### src/rtl/jtcontra_gfx_romslot_if.sv
// Graphics ROM slot bus: 007121 client request/response plus the SDRAM controller handshake.
// The master modport is the environment (client + SDRAM), the slave modport is the ROM slot.
interface jtcontra_gfx_romslot_if #(
    parameter int AW  = 18,
    parameter int SDW = 22
);
    logic            downloading;
    logic            rom_cs;
    logic [AW-1:0]   rom_addr;
    logic [15:0]     rom_data;
    logic            rom_ok;
    logic            sdram_req;
    logic [SDW-1:0]  sdram_addr;
    logic            sdram_ack;
    logic            sdram_dst;
    logic [15:0]     sdram_data;

    modport master (
        output downloading, rom_cs, rom_addr, sdram_ack, sdram_dst, sdram_data,
        input  rom_data, rom_ok, sdram_req, sdram_addr
    );

    modport slave (
        input  downloading, rom_cs, rom_addr, sdram_ack, sdram_dst, sdram_data,
        output rom_data, rom_ok, sdram_req, sdram_addr
    );
endinterface

### src/rtl/jtcontra_gfx_romslot.sv
// Graphics ROM responder for one 007121: tag cache in front of an SDRAM slot.
// Defining JTCONTRA_ROMSLOT_PREFETCH_EN adds a second entry filled by next-word prefetch.
module jtcontra_gfx_romslot #(
    parameter int             AW     = 18,
    parameter int             SDW    = 22,
    parameter logic [SDW-1:0] OFFSET = '0
)(
    input  logic                  rst,
    input  logic                  clk,
    jtcontra_gfx_romslot_if.slave bus
);

    // state    | meaning
    // IDLE     | serving hits, launching demand or prefetch requests
    // WAIT_ACK | sdram_req/sdram_addr held until the controller accepts
    // WAIT_DST | waiting for the data strobe to fill the cache
    typedef enum logic [1:0] {ST_IDLE, ST_WAIT_ACK, ST_WAIT_DST} state_t;

    state_t          r_state, w_next;
    logic            r_valid0;
    logic [AW-1:0]   r_tag0;
    logic [15:0]     r_data0;
    logic [AW-1:0]   r_req_addr;
    logic            r_ok;
    logic [AW-1:0]   r_ok_addr;
    logic [15:0]     r_data;
    logic            r_sdram_req;
    logic [SDW-1:0]  r_sdram_addr;

    logic            w_hit0, w_hit, w_miss;
    logic            w_issue_dem, w_issue_pf, w_issue, w_fill, w_fill_pf;
    logic [15:0]     w_hit_data;
    logic [AW-1:0]   w_issue_addr;

    assign w_hit0 = bus.rom_cs & r_valid0 & (r_tag0 == bus.rom_addr);

`ifdef JTCONTRA_ROMSLOT_PREFETCH_EN
    logic            r_valid1;
    logic [AW-1:0]   r_tag1;
    logic [15:0]     r_data1;
    logic            r_pf_pend;
    logic [AW-1:0]   r_pf_addr;
    logic            r_is_pf;
    logic            w_hit1;

    assign w_hit1       = bus.rom_cs & r_valid1 & (r_tag1 == bus.rom_addr);
    assign w_hit        = w_hit0 | w_hit1;
    assign w_hit_data   = w_hit0 ? r_data0 : r_data1;
    assign w_fill_pf    = r_is_pf;
    assign w_issue_addr = w_issue_pf ? r_pf_addr : bus.rom_addr;
`else
    assign w_hit        = w_hit0;
    assign w_hit_data   = r_data0;
    assign w_fill_pf    = 1'b0;
    assign w_issue_addr = bus.rom_addr;
`endif

    assign w_miss  = bus.rom_cs & ~w_hit;
    assign w_issue = w_issue_dem | w_issue_pf;

    always_ff @(posedge clk or posedge rst) begin
        if (rst) r_state <= ST_IDLE;
        else     r_state <= w_next;
    end

    always_comb begin
        w_next      = r_state;
        w_issue_dem = 1'b0;
        w_issue_pf  = 1'b0;
        w_fill      = 1'b0;
        case (r_state)
            ST_IDLE: begin
                if (!bus.downloading && w_miss) begin
                    w_issue_dem = 1'b1;
                    w_next      = ST_WAIT_ACK;
                end
`ifdef JTCONTRA_ROMSLOT_PREFETCH_EN
                else if (!bus.downloading && r_pf_pend) begin
                    w_issue_pf = 1'b1;
                    w_next     = ST_WAIT_ACK;
                end
`endif
            end
            ST_WAIT_ACK: begin
                // ack and dst together behave as ack immediately followed by dst
                if (bus.sdram_ack) begin
                    if (bus.sdram_dst) begin
                        w_fill = 1'b1;
                        w_next = ST_IDLE;
                    end else begin
                        w_next = ST_WAIT_DST;
                    end
                end
            end
            ST_WAIT_DST: begin
                if (bus.sdram_dst) begin
                    w_fill = 1'b1;
                    w_next = ST_IDLE;
                end
            end
            default: w_next = ST_IDLE;
        endcase
    end

    always_ff @(posedge clk or posedge rst) begin
        if (rst) begin
            r_sdram_req  <= 1'b0;
            r_sdram_addr <= '0;
            r_req_addr   <= '0;
        end else if (w_issue) begin
            r_sdram_req  <= 1'b1;
            r_sdram_addr <= OFFSET + SDW'(w_issue_addr);
            r_req_addr   <= w_issue_addr;
        end else if (r_state == ST_WAIT_ACK && bus.sdram_ack) begin
            r_sdram_req  <= 1'b0;
        end
    end

    always_ff @(posedge clk or posedge rst) begin
        if (rst) begin
            r_valid0 <= 1'b0;
            r_tag0   <= '0;
            r_data0  <= '0;
        end else begin
            if (w_fill && !w_fill_pf) begin
                r_tag0  <= r_req_addr;
                r_data0 <= bus.sdram_data;
            end
            if (bus.downloading)
                r_valid0 <= 1'b0;
            else if (w_fill && !w_fill_pf)
                r_valid0 <= 1'b1;
        end
    end

`ifdef JTCONTRA_ROMSLOT_PREFETCH_EN
    always_ff @(posedge clk or posedge rst) begin
        if (rst) begin
            r_valid1  <= 1'b0;
            r_tag1    <= '0;
            r_data1   <= '0;
            r_pf_pend <= 1'b0;
            r_pf_addr <= '0;
            r_is_pf   <= 1'b0;
        end else begin
            if (w_issue)
                r_is_pf <= w_issue_pf;
            if (w_fill && r_is_pf) begin
                r_tag1  <= r_req_addr;
                r_data1 <= bus.sdram_data;
            end
            if (bus.downloading)
                r_valid1 <= 1'b0;
            else if (w_fill && r_is_pf)
                r_valid1 <= 1'b1;
            // only a demand fill arms the next-word prefetch
            if (bus.downloading || w_issue)
                r_pf_pend <= 1'b0;
            else if (w_fill && !r_is_pf) begin
                r_pf_pend <= 1'b1;
                r_pf_addr <= r_req_addr + AW'(1);
            end
        end
    end
`endif

    always_ff @(posedge clk or posedge rst) begin
        if (rst) begin
            r_ok      <= 1'b0;
            r_ok_addr <= '0;
            r_data    <= '0;
        end else if (bus.downloading) begin
            r_ok      <= 1'b0;
        end else if (w_hit) begin
            r_ok      <= 1'b1;
            r_ok_addr <= bus.rom_addr;
            r_data    <= w_hit_data;
        end else begin
            r_ok      <= 1'b0;
        end
    end

    // address compare keeps rom_ok from vouching for a stale request
    assign bus.rom_ok     = r_ok & bus.rom_cs & (bus.rom_addr == r_ok_addr);
    assign bus.rom_data   = r_data;
    assign bus.sdram_req  = r_sdram_req;
    assign bus.sdram_addr = r_sdram_addr;

endmodule

### src/flat_wrapper.sv
// flat-port wrapper written by rule: the top's interface ports become plain ports
module jtcontra_gfx_romslot_flat 
#(
    parameter int             AW     = 18,
    parameter int             SDW    = 22,
    parameter logic [SDW-1:0] OFFSET = '0
)
  (rst, clk, bus_downloading, bus_rom_cs, bus_rom_addr, bus_sdram_ack, bus_sdram_dst, bus_sdram_data, bus_rom_data, bus_rom_ok, bus_sdram_req, bus_sdram_addr);
  jtcontra_gfx_romslot_if #(.AW(AW), .SDW(SDW)) bus_i ();
  input  logic rst;
  input  logic clk;
  input wire logic [$bits(bus_i.downloading)-1:0] bus_downloading;
  input wire logic [$bits(bus_i.rom_cs)-1:0] bus_rom_cs;
  input wire logic [$bits(bus_i.rom_addr)-1:0] bus_rom_addr;
  input wire logic [$bits(bus_i.sdram_ack)-1:0] bus_sdram_ack;
  input wire logic [$bits(bus_i.sdram_dst)-1:0] bus_sdram_dst;
  input wire logic [$bits(bus_i.sdram_data)-1:0] bus_sdram_data;
  output wire logic [$bits(bus_i.rom_data)-1:0] bus_rom_data;
  output wire logic [$bits(bus_i.rom_ok)-1:0] bus_rom_ok;
  output wire logic [$bits(bus_i.sdram_req)-1:0] bus_sdram_req;
  output wire logic [$bits(bus_i.sdram_addr)-1:0] bus_sdram_addr;
  assign bus_i.downloading = bus_downloading;
  assign bus_i.rom_cs = bus_rom_cs;
  assign bus_i.rom_addr = bus_rom_addr;
  assign bus_i.sdram_ack = bus_sdram_ack;
  assign bus_i.sdram_dst = bus_sdram_dst;
  assign bus_i.sdram_data = bus_sdram_data;
  assign bus_rom_data = bus_i.rom_data;
  assign bus_rom_ok = bus_i.rom_ok;
  assign bus_sdram_req = bus_i.sdram_req;
  assign bus_sdram_addr = bus_i.sdram_addr;
  jtcontra_gfx_romslot #(.AW(AW), .SDW(SDW), .OFFSET(OFFSET)) u_core (.rst(rst), .clk(clk), .bus(bus_i));
endmodule
### config.mk
export PLATFORM = sky130hd
export DESIGN_NAME = jtcontra_gfx_romslot_flat
export DESIGN_NICKNAME = d
export VERILOG_FILES = /design/src/rtl/jtcontra_gfx_romslot_if.sv /design/src/rtl/jtcontra_gfx_romslot.sv /design/src/flat_wrapper.sv
export SDC_FILE = /design/constraint.sdc
export NUM_CORES = 1
export LEC_CHECK = 0
export BUFFER_PORTS_ARGS = -buffer_cell sky130_fd_sc_hd__clkbuf_2
export CELL_PAD_IN_SITES_DETAIL_PLACEMENT = 0
export CELL_PAD_IN_SITES_GLOBAL_PLACEMENT = 1
export CORE_ASPECT_RATIO = 0.8
export CORE_MARGIN = 3
export CORE_UTILIZATION = 48
export CTS_CLUSTER_SIZE = 25
export DETAILED_ROUTE_END_ITERATION = 16
export GPL_TIMING_DRIVEN = 1
export PLACE_DENSITY_LB_ADDON = 0.1
export SYNTH_ARGS = -nofsm -noshare
export SYNTH_HDL_FRONTEND = slang
export SYNTH_SLANG_ARGS = --single-unit
### constraint.sdc
create_clock -name clk -period 4.85 [get_ports clk]
set_clock_uncertainty 0.1 [all_clocks]
set_input_delay 0.2425 -clock clk [delete_from_list [all_inputs] [get_ports clk]]
set_output_delay 0.2425 -clock clk [all_outputs]
set_load 0.05 [all_outputs]
==> flow_metrics.py <==
metrics = {
    "timing": {
        "rsz0062_at_grt": "false",
        "setup_violations": 0,
        "setup_tns_ps": 0,
        "post-route-period-util": 0.628,
        "worst-slew-pin-transition_ps": 1060,
        "slew_violations": 0,
        "period_needed_ps": 3050,
        "max_freq_mhz": 328,
        "whs_ps": 26.0,
        "finalHoldViolCount": 0,
        "slew_headroom": 0.289,
    },
    "clock_network": {
        "clk_pin_slew_worst_paths_ps": 90,
        "clock_path_buffers": 2,
        "post_cts_resized": 0,
        "cts_buffers": 9,
        "h-tree-depth": 3,
        "clock_latency_ps": 340,
        "clk_root_buffer_cell": "clkbuf_8",
        "cts_tree": "done",
        "clock-sinks": 91,
    },
    "yosys": {
        "async_reset_ff_frac": 1.00,
        "synth_edf_count": 0,
        "ys_ff_latch": 91,
        "syn_inst": 275,
        "yosys_warnings": 0,
        "synth_xor_area_frac": 0.0794,
        "syn_area_per_cell_um2": 14.4,
        "syn_area_um2": 3970,
        "synth-main-ff-cell": "dfrtp_1",
        "ys_seq_area_frac": 0.573,
        "synthSimpleGateAreaFrac": 0.0388,
        "yosysUniqueCellTypes": 30,
        "synthAdderAreaFrac": 0.00945,
        "muxShareOfSynthArea": 0.244,
        "synth_top_family_by_area": "multiplexers",
        "synth_compound_area_frac": 0.0246,
    },
    "die": {
        "die_y_um": 87.4,
        "num_rows": 29,
        "die_x_um": 108,
        "start_util": 0.497,
        "core_um2": 7980,
        "die-area_um2": 9410,
        "ios": 80,
    },
    "global_routing": {
        "antenna_found_initial": 0,
        "grt_pass1_vias": 2374,
        "grt_overflow": 0,
        "grt_max_degree": 71,
        "grt_pass1_wl_mm": 11.6,
        "grtUsageTotal": 0.162,
    },
    "critical_path": {
        "required_ps": 4980,
        "path_cells": "xnor2_1 > nand3_1 > or4_1 > nor3_4 > buf_4 > mux2_2",
        "critPathMaxStageDelay_ps": 720,
        "worstPathMaxFanout": 19,
        "r2r_cells": 6,
        "critPathKind": "flop to flop",
        "cp.arrival_ps": 3170,
        "cp-start-kind": "flop",
        "slowest_stage": "nor3_4",
        "critPathCaptureType": "flop",
    },
    "detailed_routing": {
        "drtPass1Iterations": 4,
        "vias": 2345,
        "drc": 0,
        "wl_per_cell_um": 15.3,
        "ant_nets": 0,
        "wl_mm": 7.14,
        "drt_iter0_drc": 59,
        "via_per_inst": 5.01,
    },
    "worst_hold_path": {
        "hold_depth": 2,
        "min_path_type": "primary input to flop",
    },
    "layout": {
        "drive_gt1_frac": 0.506,
        "antenna_cells": 0,
        "areaGrowthSynthToFinish_pct": 18.2,
        "nets": 399,
        "finish.utilization": 0.588,
    },
    "power": {
        "powerDensity_nw_per_um2": 558,
        "vdd_drop_max_uv": 358,
        "p_leak_nw": 2.29,
        "fin_total_pwr_w": 0.00262,
    },
    "flow_run": {
        "max_cap_violations": 0,
    },
    "place": {
        "dp_hpwl_mm": 5.00,
        "gp_congestion": 0.780,
        "place.port_buffers": 75,
    },
    "outcome": {
        "status": "finished clean",
    },
}
-- kinds of logic after synthesis --
kind of cell | after synthesis
other | 1
muxes | 86
DFF | 91
and+or+nand+nor | 28
buffers and inverters | 19
AOI/OAI and AO/OA | 11
xor gates and xnor gates | 36
adders and majority gates | 3
-- worst max-delay path, delay by kind of cell, from the launching register on --
kind                      cells  cell delay [ps]
xor gates and xnor gates      1              140
buffers and inverters         1              400
DFF                           1              400
muxes                         1              380
and+or+nand+nor               3             1500
-- per-layer routing --
metal	track usage	vias to the layer above	share of wire
li1	-	1117	-
met1	0.227	1172	0.48
met2	0.244	51	0.46
met3	0.0541	5	0.049
met4	0.0378	0	0.0092
met5	0	-	0
-- where the power goes --
| part | internal [W] | switching (W) | total, W | leakage, nW |
|---|---|---|---|---|
| logic | 0.000343 | 0.000533 | 0.000876 | 1.00 |
| clock network | 0.000368 | 0.000245 | 0.000613 | 0.122 |
| registers | 0.000989 | 0.000143 | 0.00113 | 1.17 |
-- flip-flops by register name, indices dropped and copies added (netlist names) --
name and count:
u_core.r_data0 16, u_core.r_tag0 18, u_core.r_valid0 1, u_core.r_state 2, u_core.bus.sdram_req 1, u_core.r_ok_addr 18, u_core.r_ok 1, u_core.r_req_addr 18
u_core.bus.rom_data 16
-- path summary, 6_finish.rpt --
kind	startpoint	endpoint	slack [ps]
max	u_core.r_tag0[12]$_DFFE_PP0P_	u_core.bus.rom_data[7]$_DFFE_PP0P_	1800
min	bus_sdram_data[8]	u_core.r_data0[8]$_DFFE_PP0P_	30
max reg2reg	u_core.r_tag0[12]$_DFFE_PP0P_	u_core.bus.rom_data[7]$_DFFE_PP0P_	1800
min reg2reg	u_core.r_data0[12]$_DFFE_PP0P_	u_core.r_data0[12]$_DFFE_PP0P_	410
max in group asynchronous	rst	u_core.r_ok_addr[17]$_DFFE_PP0P_	3170
min in group asynchronous	rst	u_core.r_data0[11]$_DFFE_PP0P_	290
-- Yosys cell counts, types with 3 or more instances --
master	number	area share
ha_1	3	0.0095
nor2_1	6	0.0057
o21ai_0	3	0.0038
xor2_1	26	0.057
mux2_2	86	0.24
dfrtp_1	91	0.57
nand2_1	4	0.0038
nand3_1	4	0.0050
buf_4	4	0.0076
xnor2_1	10	0.022
buf_6	4	0.011
inv_1	7	0.0066
clkbuf_1	3	0.0028
nor4_1	6	0.0095
-- repair_timing --
action                    CTS  global route
hold buffers                1             1
hold endpoints to repair   21             1
setup buffers               0             0
-- layout by cell type (no fill, tap or decap), types with 4 or more instances in the layout --
master and instances:
clkbuf_2 75, nor4_1 6, xnor2_1 10, nor2_1 5, inv_1 6, clkbuf_8 11
nand3_1 4, conb_1 4, nand2_1 4, mux2_2 86, xor2_1 26, dfrtp_1 91
-- per-stage QoR --
step / setup WS (ps) / instance area [um^2] / std cells
after floorplan: 2140 / 3980 / 278
after global placement: 1810 / 4430 / 451
after detailed placement: 1760 / 4430 / 451
after CTS: 1770 / 4680 / 467
after global routing: 1650 / 4690 / 468
final: 1800 / 4690 / 468
-- layout make-up --
type	instances	area (um^2)
fillers	681	3290
flip-flops and latches	91	2280
multi-input cells	168	1600
repair buffers	79	410
clock buffers	11	151
well taps	108	135
clock inverters	4	97.6
inverters	7	27.5
Power figures use the tool's default switching activity.
